--- src/rtl/robotarm_pkg.sv ---
// Shared widths, home pose, dwell-code and scheduler-state encodings for the arm
// command path.
package robotarm_pkg;

  localparam int SERVO_W = 12;
  localparam int POSE_W  = 60;

  localparam logic [SERVO_W-1:0] HOME_LOC1 = 12'd2048;
  localparam logic [SERVO_W-1:0] HOME_LOC2 = 12'd1850;
  localparam logic [SERVO_W-1:0] HOME_LOC3 = 12'd3227;
  localparam logic [SERVO_W-1:0] HOME_LOC4 = 12'd3000;
  localparam logic [SERVO_W-1:0] HOME_LOC5 = 12'd2048;
  localparam logic [POSE_W-1:0]  HOME_POSE =
    {HOME_LOC5, HOME_LOC4, HOME_LOC3, HOME_LOC2, HOME_LOC1};

  typedef enum logic [1:0] {
    DWELL_C0 = 2'd0,
    DWELL_C1 = 2'd1,
    DWELL_C2 = 2'd2,
    DWELL_C3 = 2'd3
  } dwell_code_e;

  typedef enum logic [2:0] {
    ST_IDLE    = 3'd0,
    ST_LOAD    = 3'd1,
    ST_SEND    = 3'd2,
    ST_WAIT_TX = 3'd3,
    ST_DWELL   = 3'd4
  } sched_state_e;

  // One queued pose: 63 bits, last flag on top, loc1 in the low 12 bits.
  typedef struct packed {
    logic              last;
    dwell_code_e       dwell;
    logic [POSE_W-1:0] pose;
  } cmd_entry_t;

  function automatic logic [SERVO_W-1:0] pose_loc(input logic [POSE_W-1:0] pose,
                                                  input int idx);
    return pose[idx*SERVO_W +: SERVO_W];
  endfunction

endpackage

--- src/rtl/servo_cmd_scheduler_if.sv ---
// Command, sender and status signals of the servo command scheduler.
interface servo_cmd_scheduler_if
  import robotarm_pkg::*;
#(
  parameter int DEPTH = 4
);
  localparam int LVL_W = $clog2(DEPTH) + 1;

  logic                    cmd_valid;
  logic                    cmd_ready;
  logic [POSE_W-1:0]       cmd_pose;
  logic [1:0]              cmd_dwell;
  logic                    cmd_last;
  logic                    flush;
  logic [SERVO_W-1:0]      location1;
  logic [SERVO_W-1:0]      location2;
  logic [SERVO_W-1:0]      location3;
  logic [SERVO_W-1:0]      location4;
  logic [SERVO_W-1:0]      location5;
  logic                    uart_en;
  logic                    send_finish;
  logic                    busy;
  logic                    seq_done;
  logic                    err_timeout;
  logic [LVL_W-1:0]        level;

  modport slave (
    input  cmd_valid, cmd_pose, cmd_dwell, cmd_last, flush, send_finish,
    output cmd_ready, location1, location2, location3, location4, location5,
    output uart_en, busy, seq_done, err_timeout, level
  );

  modport master (
    output cmd_valid, cmd_pose, cmd_dwell, cmd_last, flush, send_finish,
    input  cmd_ready, location1, location2, location3, location4, location5,
    input  uart_en, busy, seq_done, err_timeout, level
  );

endinterface

--- src/rtl/servo_cmd_scheduler_fifo.sv ---
// Pose FIFO with a registered head word that is valid whenever level is non-zero.
module cmd_fifo
  import robotarm_pkg::*;
#(
  parameter int DEPTH = 4,
  localparam int PTR_W = $clog2(DEPTH),
  localparam int LVL_W = PTR_W + 1
) (
  input  logic             clk,
  input  logic             rst,
  input  logic             push_i,
  input  cmd_entry_t       din_i,
  input  logic             pop_i,
  input  logic             flush_i,
  output cmd_entry_t       head_o,
  output logic [LVL_W-1:0] level_o
);

  cmd_entry_t       mem_q [DEPTH];
  cmd_entry_t       head_q, head_d;
  logic [PTR_W-1:0] wr_ptr_q, wr_ptr_d, rd_ptr_q, rd_ptr_d, rd_ptr_inc;
  logic [LVL_W-1:0] count_q, count_d;
  logic             push_ok, pop_ok;

  assign push_ok    = push_i && !flush_i && (count_q != LVL_W'(DEPTH));
  assign pop_ok     = pop_i && !flush_i && (count_q != '0);
  assign rd_ptr_inc = rd_ptr_q + PTR_W'(1);

  always_comb begin
    wr_ptr_d = wr_ptr_q;
    rd_ptr_d = rd_ptr_q;
    count_d  = count_q;
    head_d   = head_q;
    if (flush_i) begin
      wr_ptr_d = '0;
      rd_ptr_d = '0;
      count_d  = '0;
    end else begin
      if (push_ok) wr_ptr_d = wr_ptr_q + PTR_W'(1);
      if (pop_ok)  rd_ptr_d = rd_ptr_inc;
      case ({push_ok, pop_ok})
        2'b10:   count_d = count_q + LVL_W'(1);
        2'b01:   count_d = count_q - LVL_W'(1);
        default: count_d = count_q;
      endcase
      // Head follows the next stored word, or takes the incoming word when the
      // queue would otherwise be empty.
      if (pop_ok) begin
        if (count_q > LVL_W'(1)) head_d = mem_q[rd_ptr_inc];
        else if (push_ok)        head_d = din_i;
      end else if (push_ok && count_q == '0) begin
        head_d = din_i;
      end
    end
  end

  always_ff @(posedge clk or posedge rst) begin
    if (rst) begin
      wr_ptr_q <= '0;
      rd_ptr_q <= '0;
      count_q  <= '0;
      head_q   <= '0;
    end else begin
      wr_ptr_q <= wr_ptr_d;
      rd_ptr_q <= rd_ptr_d;
      count_q  <= count_d;
      head_q   <= head_d;
    end
  end

  always_ff @(posedge clk) begin
    if (push_ok) mem_q[wr_ptr_q] <= din_i;
  end

  assign head_o  = head_q;
  assign level_o = count_q;

endmodule

--- src/rtl/servo_cmd_scheduler.sv ---
// Plays queued arm poses to the servo UART sender one at a time, pacing each
// with a send handshake, a send timeout and a per-pose settle time.
module servo_cmd_scheduler
  import robotarm_pkg::*;
#(
  parameter int          DEPTH        = 4,
  parameter int unsigned DWELL0       = 0,
  parameter int unsigned DWELL1       = 65_000_000,
  parameter int unsigned DWELL2       = 160_000_000,
  parameter int unsigned DWELL3       = 250_000_000,
  parameter int unsigned SEND_TIMEOUT = 1_000_000
) (
  input logic                  sys_clk,
  input logic                  sys_rst,
  servo_cmd_scheduler_if.slave bus
);

  localparam int LVL_W = $clog2(DEPTH) + 1;
  localparam int TO_W  = $clog2(SEND_TIMEOUT + 1);
  localparam logic [TO_W-1:0] TO_LAST = TO_W'(SEND_TIMEOUT - 1);

  sched_state_e      state_q, state_d;
  logic [POSE_W-1:0] pose_q, pose_d;
  dwell_code_e       code_q, code_d;
  logic              last_q, last_d;
  logic              uart_en_q, uart_en_d;
  logic              seq_done_q, seq_done_d;
  logic              err_q, err_d;
  logic [31:0]       dcnt_q, dcnt_d;
  logic [TO_W-1:0]   tcnt_q, tcnt_d;

  logic              push, pop, dwell_done;
  cmd_entry_t        push_entry, head;
  logic [LVL_W-1:0]  level;
  logic [31:0]       dwell_cycles;

  assign bus.cmd_ready = (level < LVL_W'(DEPTH)) && !bus.flush;
  assign push          = bus.cmd_valid && bus.cmd_ready;
  assign push_entry    = '{last: bus.cmd_last, dwell: dwell_code_e'(bus.cmd_dwell),
                           pose: bus.cmd_pose};

  cmd_fifo #(.DEPTH(DEPTH)) u_fifo (
    .clk     (sys_clk),
    .rst     (sys_rst),
    .push_i  (push),
    .din_i   (push_entry),
    .pop_i   (pop),
    .flush_i (bus.flush),
    .head_o  (head),
    .level_o (level)
  );

  always_comb begin
    case (code_q)
      DWELL_C0: dwell_cycles = 32'(DWELL0);
      DWELL_C1: dwell_cycles = 32'(DWELL1);
      DWELL_C2: dwell_cycles = 32'(DWELL2);
      default:  dwell_cycles = 32'(DWELL3);
    endcase
  end

  assign dwell_done = (dwell_cycles == 32'd0) || (dcnt_q == dwell_cycles - 32'd1);

  always_comb begin
    state_d    = state_q;
    pose_d     = pose_q;
    code_d     = code_q;
    last_d     = last_q;
    uart_en_d  = 1'b0;
    seq_done_d = 1'b0;
    err_d      = err_q;
    dcnt_d     = dcnt_q;
    tcnt_d     = tcnt_q;
    pop        = 1'b0;
    case (state_q)
      ST_IDLE: if (level != '0) state_d = ST_LOAD;
      ST_LOAD: begin
        // A flush on the IDLE->LOAD edge can leave nothing to load.
        if (level != '0) begin
          pop       = 1'b1;
          pose_d    = head.pose;
          code_d    = head.dwell;
          last_d    = head.last;
          uart_en_d = 1'b1;
          tcnt_d    = '0;
          state_d   = ST_SEND;
        end else begin
          state_d = ST_IDLE;
        end
      end
      ST_SEND: begin
        tcnt_d  = tcnt_q + TO_W'(1);
        state_d = ST_WAIT_TX;
      end
      ST_WAIT_TX: begin
        // The send wait is counted from the uart_en cycle.
        if (bus.send_finish) begin
          dcnt_d  = '0;
          state_d = ST_DWELL;
        end else if (tcnt_q >= TO_LAST) begin
          err_d   = 1'b1;
          dcnt_d  = '0;
          state_d = ST_DWELL;
        end else begin
          tcnt_d = tcnt_q + TO_W'(1);
        end
      end
      ST_DWELL: begin
        if (dwell_done) begin
          seq_done_d = last_q;
          state_d    = ST_IDLE;
        end else begin
          dcnt_d = dcnt_q + 32'd1;
        end
      end
      default: state_d = ST_IDLE;
    endcase
    if (bus.flush) err_d = 1'b0;
  end

  always_ff @(posedge sys_clk or posedge sys_rst) begin
    if (sys_rst) begin
      state_q    <= ST_IDLE;
      pose_q     <= HOME_POSE;
      code_q     <= DWELL_C0;
      last_q     <= 1'b0;
      uart_en_q  <= 1'b0;
      seq_done_q <= 1'b0;
      err_q      <= 1'b0;
      dcnt_q     <= '0;
      tcnt_q     <= '0;
    end else begin
      state_q    <= state_d;
      pose_q     <= pose_d;
      code_q     <= code_d;
      last_q     <= last_d;
      uart_en_q  <= uart_en_d;
      seq_done_q <= seq_done_d;
      err_q      <= err_d;
      dcnt_q     <= dcnt_d;
      tcnt_q     <= tcnt_d;
    end
  end

  assign bus.location1   = pose_loc(pose_q, 0);
  assign bus.location2   = pose_loc(pose_q, 1);
  assign bus.location3   = pose_loc(pose_q, 2);
  assign bus.location4   = pose_loc(pose_q, 3);
  assign bus.location5   = pose_loc(pose_q, 4);
  assign bus.uart_en     = uart_en_q;
  assign bus.seq_done    = seq_done_q;
  assign bus.err_timeout = err_q;
  assign bus.busy        = (state_q != ST_IDLE) || (level != '0);
  assign bus.level       = level;

endmodule
--- src/flat_wrapper.sv ---
// flat-port wrapper written by rule: the top's interface ports become plain ports
module servo_cmd_scheduler_flat import robotarm_pkg::*;
#(
  parameter int          DEPTH        = 4,
  parameter int unsigned DWELL0       = 0,
  parameter int unsigned DWELL1       = 65_000_000,
  parameter int unsigned DWELL2       = 160_000_000,
  parameter int unsigned DWELL3       = 250_000_000,
  parameter int unsigned SEND_TIMEOUT = 1_000_000
)
  (sys_clk, sys_rst, bus_cmd_valid, bus_cmd_pose, bus_cmd_dwell, bus_cmd_last, bus_flush, bus_send_finish, bus_cmd_ready, bus_location1, bus_location2, bus_location3, bus_location4, bus_location5, bus_uart_en, bus_busy, bus_seq_done, bus_err_timeout, bus_level);
  servo_cmd_scheduler_if #(.DEPTH(DEPTH)) bus_i ();
  input logic sys_clk;
  input logic sys_rst;
  input wire logic [$bits(bus_i.cmd_valid)-1:0] bus_cmd_valid;
  input wire logic [$bits(bus_i.cmd_pose)-1:0] bus_cmd_pose;
  input wire logic [$bits(bus_i.cmd_dwell)-1:0] bus_cmd_dwell;
  input wire logic [$bits(bus_i.cmd_last)-1:0] bus_cmd_last;
  input wire logic [$bits(bus_i.flush)-1:0] bus_flush;
  input wire logic [$bits(bus_i.send_finish)-1:0] bus_send_finish;
  output wire logic [$bits(bus_i.cmd_ready)-1:0] bus_cmd_ready;
  output wire logic [$bits(bus_i.location1)-1:0] bus_location1;
  output wire logic [$bits(bus_i.location2)-1:0] bus_location2;
  output wire logic [$bits(bus_i.location3)-1:0] bus_location3;
  output wire logic [$bits(bus_i.location4)-1:0] bus_location4;
  output wire logic [$bits(bus_i.location5)-1:0] bus_location5;
  output wire logic [$bits(bus_i.uart_en)-1:0] bus_uart_en;
  output wire logic [$bits(bus_i.busy)-1:0] bus_busy;
  output wire logic [$bits(bus_i.seq_done)-1:0] bus_seq_done;
  output wire logic [$bits(bus_i.err_timeout)-1:0] bus_err_timeout;
  output wire logic [$bits(bus_i.level)-1:0] bus_level;
  assign bus_i.cmd_valid = bus_cmd_valid;
  assign bus_i.cmd_pose = bus_cmd_pose;
  assign bus_i.cmd_dwell = bus_cmd_dwell;
  assign bus_i.cmd_last = bus_cmd_last;
  assign bus_i.flush = bus_flush;
  assign bus_i.send_finish = bus_send_finish;
  assign bus_cmd_ready = bus_i.cmd_ready;
  assign bus_location1 = bus_i.location1;
  assign bus_location2 = bus_i.location2;
  assign bus_location3 = bus_i.location3;
  assign bus_location4 = bus_i.location4;
  assign bus_location5 = bus_i.location5;
  assign bus_uart_en = bus_i.uart_en;
  assign bus_busy = bus_i.busy;
  assign bus_seq_done = bus_i.seq_done;
  assign bus_err_timeout = bus_i.err_timeout;
  assign bus_level = bus_i.level;
  servo_cmd_scheduler #(.DEPTH(DEPTH), .DWELL0(DWELL0), .DWELL1(DWELL1), .DWELL2(DWELL2), .DWELL3(DWELL3), .SEND_TIMEOUT(SEND_TIMEOUT)) u_core (.sys_clk(sys_clk), .sys_rst(sys_rst), .bus(bus_i));
endmodule
--- config.mk ---
export PLATFORM = sky130hd
export DESIGN_NAME = servo_cmd_scheduler_flat
export DESIGN_NICKNAME = d
export VERILOG_FILES = /design/src/rtl/robotarm_pkg.sv /design/src/rtl/servo_cmd_scheduler_if.sv /design/src/rtl/servo_cmd_scheduler_fifo.sv /design/src/rtl/servo_cmd_scheduler.sv /design/src/flat_wrapper.sv
export SDC_FILE = /design/constraint.sdc
export NUM_CORES = 1
export LEC_CHECK = 0
export ABC_CLOCK_PERIOD_IN_PS = 8600
export CORE_ASPECT_RATIO = 1.2
export CORE_MARGIN = 2
export CORE_UTILIZATION = 48
export CTS_CLUSTER_SIZE = 25
export DETAILED_ROUTE_END_ITERATION = 16
export GPL_TIMING_DRIVEN = 0
export PLACE_DENSITY = 0.66
export SLEW_MARGIN = 30
export SYNTH_ARGS = -nofsm -noshare
export SYNTH_HDL_FRONTEND = slang
export SYNTH_SLANG_ARGS = --single-unit
--- constraint.sdc ---
create_clock -name sys_clk -period 8.6 [get_ports sys_clk]
set_input_delay 1.29 -clock sys_clk [delete_from_list [all_inputs] [get_ports sys_clk]]
set_output_delay 1.29 -clock sys_clk [all_outputs]
set_load 0.05 [all_outputs]
; ---- After elaboration in Yosys (flattened, before gate mapping)
; Memories as Yosys holds them, arrays and structs flattened.
; Cells that the tools add are included.
[totals]
reg_bits = 191
mem_bits_rw = 252
input_bits = 68
output_inout_bits = 68
word_cells = 111
memories = 1
[memory_table]
columns = name, depth, width, rd, rd_clocked_by_memory_dff, write_ports, line
row1 = u_core.u_fifo.mem_q, 4, 63, 1, 0, 1, servo_cmd_scheduler_fifo.sv:19  ; cmd_entry_t mem_q [DEPTH];
[classes]
n_addsub = 7
magnitude_cmp = 3
eq_ne = 19
n_mux = 35
bitwise_logic = 1
reduce_logical = 30
[ops]
columns = op, n
row1 = $mux W63, 4
row2 = $mux W32, 3
row3 = $pmux W28 S3, 1
row4 = $pmux W32 S2, 1
row5 = $mux W20, 3
row6 = $pmux W20 S3, 1
row7 = $add A32 B1 Y32 const B, 1
row8 = $eq A32 B32 Y1, 1
row9 = $logic_not A32 Y1, 1
row10 = $sub A28 B1 Y29 const B, 1
row11 = $add A20 B1 Y20 const B, 1
row12 = $ge A20 B20 Y1 const B, 1
row13 = $mux W3, 5
row14 = $pmux W3 S5, 1
row15 = $reduce_and A3 Y1, 4
row16 = $reduce_bool A2 Y1, 6
row17 = $reduce_bool A3 Y1, 4
row18 = $mux W1, 10
row19 = $mux W2, 5
row20 = $ne A2 B2 Y1 const B, 4
row21 = $logic_and A1 B1 Y1, 7
row22 = $eq A3 B2 Y1 const B, 2
row23 = $logic_not A3 Y1, 2
row24 = $ne A2 B1 Y1 const B, 3
row25 = 18 further kinds, 23

; ---- Depth between registers and ports, before layout
; Gate-level depths: netlist (run 1).
[logic_depth]
ltp_word = 8
mapped_depth = 11
mapped_depth_nobuf = 8

; ---- Hierarchy
; Synthesis (run 1) repeated with hierarchy kept, for this count alone.
[unflattened]
hier_cells = 1322
area_unflattened_um2 = 18576.6
[by_module_without_submodules]
columns = mod, n_inst, cells_per_inst, area_each_um2, seq_area_each_um2
row1 = cmd_fifo, 1, 657, 12695.9, 9318.9
row2 = servo_cmd_scheduler, 1, 665, 5880.6, 3056.7

; ---- Worst setup path after synthesis (run 1)
; No wires, ideal clock.
[synth_path]
path_type = input port to flip-flop
from = input bus_cmd_valid
to = memory u_core.u_fifo.mem_q[0][0] (netlist name) (enable)
setup_time_ns = 0.428
arrival_time_ns = 3.389
required_ns = 8.172
path_slack_ns = 4.784
cell_stages = 4
path_buffers = 1
cell_sequence = nor2b_1 -> nor2b_1 -> clkbuf_1 -> and2_1
[synth_via]
elab_chain_len = 5
[synth_rtl]
columns = item, line
row1 = "start, declared", flat_wrapper.sv:15  ; input wire logic [$bits(bus_i.cmd_valid)-1:0] bus_cmd_valid;
row2 = $logic_and A1 B1 Y1, servo_cmd_scheduler.sv:38  ; assign push = bus.cmd_valid && bus.cmd_ready;
row3 = $logic_and A1 B1 Y1 (2 in series), servo_cmd_scheduler_fifo.sv:25  ; assign push_ok = push_i && !flush_i && (count_q != LVL_W'(DEPTH));
row4 = $mux W1, servo_cmd_scheduler_fifo.sv:72  ; if (push_ok) mem_q[wr_ptr_q] <= din_i;
row5 = $mux W1 (not written as such), servo_cmd_scheduler_fifo.sv:72
row6 = "end, declared", servo_cmd_scheduler_fifo.sv:19
; Every way passes these cells.

; ---- Worst setup path in the final report (run 1)
[layout_path]
from = input bus_flush
to = output bus_cmd_ready
[layout_via]
elab_chain_len = 2
[layout_rtl]
columns = item, line
row1 = "start, declared", flat_wrapper.sv:19  ; input wire logic [$bits(bus_i.flush)-1:0] bus_flush;
row2 = $logic_not A1 Y1, servo_cmd_scheduler.sv:37  ; assign bus.cmd_ready = (level < LVL_W'(DEPTH)) && !bus.flush;
row3 = $logic_and A1 B1 Y1, servo_cmd_scheduler.sv:37
row4 = "end, declared", flat_wrapper.sv:21  ; output wire logic [$bits(bus_i.cmd_ready)-1:0] bus_cmd_ready;
; Every way passes these cells.

==> flow_metrics.py, run 1 <==
metrics = {
    "timing": {
        "final_hold_viol_count": 0,
        "skew_ps": 13.41,
        "setup_violations": 0,
        "period_share": 0.5175,
        "tns_ps": 0,
        "fin_ws_ps": 4150,
        "holdWs_ps": 456.3,
        "clock.fmax_mhz": 224.7,
        "timing_worst_slew_pin_value_ps": 942.2,
        "max-slew-margin-rel": 0.3719,
        "rsz0062_at_grt": "false",
        "slew_viol_final": 0,
        "finalCriticalPeriod_ps": 4450,
    },
    "die": {
        "dieHeight_um": 216.4,
        "num_rows": 77,
        "start_util": 0.4878,
        "fp.dieArea_um2": 39170,
        "die_width_um": 181.0,
        "core-area_um2": 37000,
        "num_io_pins": 136,
    },
    "setup_path": {
        "reg2reg_to": "u_core.u_fifo.head_o[58]",
        "worstSetupEndpointType": "output pin",
        "arrival_ps": 3160,
        "worst_r2r_path_depth": 11,
        "cpMostUsedCell": "clkdlybuf4s50_1",
        "crit_end": "bus_cmd_ready",
        "required_ps": 7310,
        "r2r-start": "u_core.u_fifo.level_o[0]",
        "worstSetupPathDepth": 4,
        "cp.buffers_inverters": 3,
        "crit_family": "buffers and inverters",
        "crit_slowest_cell": "clkdlybuf4s50_1",
        "cp_slowest_stage_delay_ps": 730,
        "startpoint": "bus_flush",
        "crit_path_start_kind": "input pin",
        "path_max_fanout": 10,
        "cp_cell_sequence": "clkdlybuf4s50_1, clkbuf_1, nor2_1, clkdlybuf4s50_1",
        "path_class": "input pin to output pin",
        "r2r_slack_ps": 5330,
    },
    "grt": {
        "grt_pass1_vias": 11220,
        "grt_max_degree": 86,
        "grt-ovfl-total": 0,
        "track_usage": 0.2039,
        "antenna_found_initial": 4,
        "grt_pass1_wl_mm": 62.38,
    },
    "clocking": {
        "tritoncts": "yes",
        "clock_path_buffers": 3,
        "cts_made_buffers": 44,
        "clk-insertion-delay-late_ps": 540,
        "post_cts_buffers": 0,
        "htree_num_levels": 2,
        "cts_root_buf": "clkbuf_16",
        "clkTransAtPathRegs_ps": 60,
        "cts_resized": 0,
        "hold_buffers": 0,
        "clkSinkCount": 443,
    },
    "drt": {
        "routed_wl_mm": 39.29,
        "ant_nets": 0,
        "wl_per_cell_um": 19.89,
        "via_per_inst": 5.520,
        "drt_iter0_markers": 656,
        "drc": 0,
        "firstDrtPassIters": 5,
        "num_vias": 10900,
    },
    "yosys": {
        "ys_types": 55,
        "ys_seq_area_frac": 0.6858,
        "synth_area_leaders": "edfxtp_1, dfrtp_1, mux4_2",
        "ys_ff_latch": 443,
        "synth_top_cell_by_area": "edfxtp_1",
        "synth-edff-count": 252,
        "synth_top_area_share": 0.4194,
        "synthCells": 1279,
        "yosys_most_used_dff": "edfxtp_1",
        "syn_area_um2": 18040,
        "async_flop_share": 0.4312,
        "avgSynthCellArea_um2": 14.11,
        "yosys_warnings": 0,
        "syn_nets": 1362,
    },
    "cells_and_area": {
        "final_core_util": 0.5831,
        "fin_nets": 1549,
        "areaGrowthSynthToFinish_pct": 19.55,
        "final_cell_mix": "nand2_1, edfxtp_1, dfrtp_1",
        "regArea_um2": 12380,
        "drive_above_1_share": 0.1280,
        "fillers": 2989,
        "final_common_cell": "nand2_1",
        "multi_input_area_um2": 5369,
    },
    "placed_design": {
        "gp_congestion": 0.8372,
        "dp_hpwl_mm": 25.07,
        "port_buffers": 135,
        "place_ws_ps": 4119,
    },
    "run_status": {
        "status": "finished clean",
    },
    "power": {
        "combinationalPowerShare": 0.268,
        "p_leak_nw": 8.059,
        "internal-power_mw": 4.334,
        "pwr-share-seq": 0.447,
        "switchingPower_mw": 2.136,
        "vdd_drop_max_uv": 228.1,
        "netSwitchingFraction": 0.3302,
        "clkPwrFrac": 0.285,
        "pwr_density_cell_nw_per_um2": 299.9,
    },
    "worst_hold_path": {
        "min-delay-start": "u_core.pose_q[40]",
        "min_path_type": "flip-flop to flip-flop",
    },
    "run": {
        "max_cap_violations": 0,
    },
}
==> worst min path at each step <==
stage / to / cells after the start
after floorplan: u_core.last_q / 2
after global placement: u_core.pose_q[13] / 2
after detailed placement: u_core.pose_q[24] / 2
after CTS: u_core.pose_q[45] / 2
after global routing: u_core.pose_q[17] / 2
final: u_core.pose_q[40] / 2
==> metal layers <==
metal | vias up | track usage | routed length [µm]
met5 | - | 0 | 39
met4 | 6 | 0.06016 | 921
met3 | 60 | 0.03680 | 1980
met2 | 238 | 0.3387 | 18950
met1 | 5565 | 0.2778 | 17400
li1 | 5033 | - | -
==> cell usage after synthesis, types with 8 or more instances <==
cell type / count
a21oi_1: 11
and2_1: 9
and3_1: 9
buf_1: 11
buf_2: 12
clkbuf_1: 40
dfrtp_1: 168
dfstp_2: 23
edfxtp_1: 252
ha_1: 15
inv_1: 15
mux2i_1: 65
mux4_2: 63
nand2_1: 273
nand3_1: 27
nand4_1: 24
nor2_1: 48
o21ai_0: 85
o31ai_1: 8
xnor2_1: 13
xor2_1: 26
==> metrics by stage <==
step / area [µm²] / power, mW / instances
floorplan: 18040 / 4.045 / 1279
global placement: 19990 / 4.630 / 1888
detailed placement: 20180 / 4.676 / 1894
CTS: 21570 / 6.530 / 1974
global route: 21570 / 6.794 / 1975
finish: 21570 / 6.470 / 1975
==> area by class of cell <==
type	count	area share
inverters	16	0.003132
repair buffers	141	0.07029
clock buffers	62	0.05794
diodes	1	0.0001160
multi-input cells	756	0.2489
clock inverters	18	0.006206
flip-flops and latches	443	0.5737
plain buffers	64	0.01230
well taps	474	0.02749
==> sequential cells by signal, indices dropped and copies added, names as in the netlist <==
name and flops:
u_core.state_q 3, u_core.u_fifo.wr_ptr_q 2, u_core.bus.uart_en 1, u_core.bus.seq_done 1
u_core.bus.err_timeout 1, u_core.dcnt_q 32, u_core.last_q 1, u_core.tcnt_q 20
u_core.pose_q 60, u_core.u_fifo.head_o 63, u_core.u_fifo.mem_q 252, u_core.u_fifo.level_o 3
u_core.code_q 2, u_core.u_fifo.rd_ptr_q 2
==> worst min-delay path: cells and delay by family, from the launching register on <==
family        cells  cell delay, ps
flops             1             370
simple gates      2              90
==> power by group through the flow <==
| stage | clock (mW) | combinational, mW | sequential (mW) |
|---|---|---|---|
| floorplan | 0 | 0.775 | 3.27 |
| global placement | 0 | 1.70 | 2.93 |
| detailed placement | 0 | 1.75 | 2.93 |
| CTS | 1.88 | 1.76 | 2.89 |
| global route | 1.97 | 1.89 | 2.94 |
| finish | 1.85 | 1.73 | 2.89 |
==> kinds of logic after synthesis <==
group | Yosys count | synth area share
AND/OR/NAND/NOR | 448 | 0.1124
XOR/XNOR | 39 | 0.01893
AO/OA/AOI/OAI | 126 | 0.04008
multiplexers | 128 | 0.1147
flip-flops | 443 | 0.6858
adder cells (fa/ha/maj) | 15 | 0.01040
buffers and inverters | 80 | 0.01768
No activity file was read; power rests on OpenSTA's default activity.
==> run 2, diff against run 1 <==
--- a/config.mk
+++ b/config.mk
@@ -5,14 +5,14 @@
 export SDC_FILE = /design/constraint.sdc
 export NUM_CORES = 1
 export LEC_CHECK = 0
-export ABC_CLOCK_PERIOD_IN_PS = 8600
+export ABC_CLOCK_PERIOD_IN_PS = 3650
 export CORE_ASPECT_RATIO = 1.2
 export CORE_MARGIN = 2
 export CORE_UTILIZATION = 48
 export CTS_CLUSTER_SIZE = 25
 export DETAILED_ROUTE_END_ITERATION = 16
 export GPL_TIMING_DRIVEN = 0
-export PLACE_DENSITY = 0.66
+export PLACE_DENSITY = 0.68
 export SLEW_MARGIN = 30
 export SYNTH_ARGS = -nofsm -noshare
 export SYNTH_HDL_FRONTEND = slang
==> constraint.sdc (replaced) <==
create_clock -name sys_clk -period 3.65 [get_ports sys_clk]
set_input_delay 0.5475 -clock sys_clk [delete_from_list [all_inputs] [get_ports sys_clk]]
set_output_delay 0.5475 -clock sys_clk [all_outputs]
set_load 0.05 [all_outputs]
==> run 2 against run 1 <==
Effect of this change: clock power up 130%; global-route usage up 0.25 points; hold slack worse by 110 ps; sequential power is 140% higher; sequential share of layout area down 0.34 points; highest routed layer unchanged.
==> flow_metrics.py, run 2 (synthesis results as in run 1) <==
metrics = {
    "placed_design": {
        "dp_hpwl_mm": 26.24,
        "port_buffers": 135,
        "place_ws_ps": 259.8,
        "placed_area_um2": 20350,
        "gp_congestion": 0.8258,
    },
    "grt": {
        "track_usage": 0.2064,
        "antenna_found_initial": 3,
        "grt_pass1_vias": 11470,
        "grt-ovfl-total": 0,
        "grt_max_degree": 36,
        "grt_pass1_wl_mm": 62.97,
    },
    "drt": {
        "met3WireLength_mm": 1.928,
        "num_vias": 10920,
        "drc": 0,
        "via_per_inst": 5.500,
        "routed_wl_mm": 39.44,
        "drt_iter0_markers": 759,
        "firstDrtPassIters": 5,
        "wl_per_cell_um": 19.87,
        "ant_nets": 0,
        "dr_wl_met2_mm": 19.87,
        "met1_length_mm": 16.72,
        "dr.max_layer_used": "met5",
    },
    "clocking": {
        "clk-insertion-delay-late_ps": 550,
        "clkTransAtPathRegs_ps": 60,
        "cts_root_buf": "clkbuf_16",
        "post_cts_buffers": 0,
        "tritoncts": "yes",
        "clock_path_buffers": 3,
        "cts_resized": 0,
        "hold_buffers": 0,
        "clkSinkCount": 443,
        "htree_num_levels": 2,
        "cts_made_buffers": 44,
    },
    "setup_path": {
        "path_max_fanout": 10,
        "worstSetupEndpointType": "flip-flop",
        "reg2reg_to": "u_core.u_fifo.head_o[56]",
        "crit_path_start_kind": "flip-flop",
        "required_ps": 4120,
        "r2r-start": "u_core.u_fifo.level_o[0]",
        "worst_r2r_path_depth": 9,
        "path_class": "flip-flop to flip-flop",
        "arrival_ps": 3650,
        "r2r_slack_ps": 470,
    },
    "die": {
        "dieHeight_um": 216.4,
        "core-area_um2": 37000,
        "num_rows": 77,
        "num_io_pins": 136,
        "start_util": 0.4878,
        "die_width_um": 181.0,
        "fp.dieArea_um2": 39170,
    },
    "power": {
        "netSwitchingFraction": 0.3311,
        "clkPwrFrac": 0.283,
        "internal-power_mw": 10.18,
        "combinationalPowerShare": 0.270,
        "switchingPower_mw": 5.040,
        "vdd_drop_max_uv": 532.2,
        "pwr_density_cell_nw_per_um2": 701.4,
        "p_leak_nw": 8.098,
        "pwr-share-seq": 0.447,
    },
    "cells_and_area": {
        "largest_reg_flops": 252,
        "final_core_util": 0.5866,
        "top_register": "u_core.u_fifo.mem_q",
        "final_common_cell": "nand2_1",
        "areaGrowthSynthToFinish_pct": 20.27,
        "drive_above_1_share": 0.1266,
        "final_cell_mix": "nand2_1, edfxtp_1, dfrtp_1",
        "stdcell_area_um2": 21700,
        "fin_nets": 1556,
    },
    "timing": {
        "fin_ws_ps": 466.0,
        "setup_violations": 0,
        "slew_viol_final": 0,
        "final_hold_viol_count": 0,
        "holdWs_ps": 346.0,
        "timing_worst_slew_pin_value_ps": 939.9,
        "finalCriticalPeriod_ps": 3184,
        "rsz0062_at_grt": "false",
        "clock.fmax_mhz": 314.1,
        "max-slew-margin-rel": 0.3734,
        "skew_ps": 12.37,
        "period_share": 0.8723,
    },
    "run": {
        "max_cap_violations": 0,
    },
    "run_status": {
        "status": "finished clean",
    },
    "worst_hold_path": {
        "min_path_type": "input pin to asynchronous set/reset pin",
    },
}
==> run 2: changes by cell type in the layout (fill, tap and decap cells not counted), sizes merged <==
cell and delta:
buf +10, clkbuf +6, diode +1, clkinv -8, inv +1
==> run 2: how the worst max path moves through the flow <==
stage	cells past startpoint	endpoint	start
2_1_floorplan	4	u_core.u_fifo.mem_q[0][0]	u_core.u_fifo.level_o[2]
3_3_place_gp	5	u_core.u_fifo.mem_q[2][26]	bus_cmd_valid
3_5_place_dp	8	u_core.u_fifo.head_o[56]	bus_cmd_valid
4_1_cts	10	u_core.u_fifo.head_o[56]	u_core.u_fifo.level_o[0]
5_1_grt	9	u_core.u_fifo.head_o[55]	u_core.u_fifo.level_o[1]
6_report	9	u_core.u_fifo.head_o[56]	u_core.u_fifo.level_o[0]
==> run 2: final cells by class <==
type                            count  area, µm²
Multi-Input combinational cell    756       5369
Timing Repair Buffer              149       1684
Inverter                           16      63.81
Antenna cell                        2      5.005
Tap cell                          474      593.1
Buffer                             63      259.0
Fill cell                        2956      15290
Sequential cell                   443      12380
Clock inverter                     11      108.9
Clock buffer                       71       1244
==> run 2: stage by stage <==
stage	TNS (ps)	total power, mW	instances
after floorplan	0	9.531	1279
after detailed placement	0	11.04	1902
after CTS	0	15.36	1984
final	0	15.22	1985
after global placement	-538140	10.89	1888
after global routing	0	15.97	1984
==> run 2: per-layer routing <==
metal / vias to the layer above / GRT usage
li1: 5061 / -
met1: 5555 / 0.2730
met2: 235 / 0.3527
met3: 65 / 0.03865
met4: 2 / 0.05745
met5: - / 0
==> run 2: power by group through the flow <==
stage	registers (mW)	logic, mW	clock network, mW
after floorplan	7.70	1.83	0
after global placement	6.88	4.01	0
after detailed placement	6.89	4.15	0
after CTS	6.80	4.17	4.39
after global routing	6.91	4.48	4.58
final	6.80	4.11	4.31
==> run 2: worst max-delay path, cell delays in order (launching register included) <==
cell	delay [ps]
dfrtp_1	440
inv_1	130
ha_1	180
a211oi_1	50
o21ai_0	310
a21o_1	580
clkbuf_1	590
clkbuf_1	570
nand2_1	140
o21ai_0	100
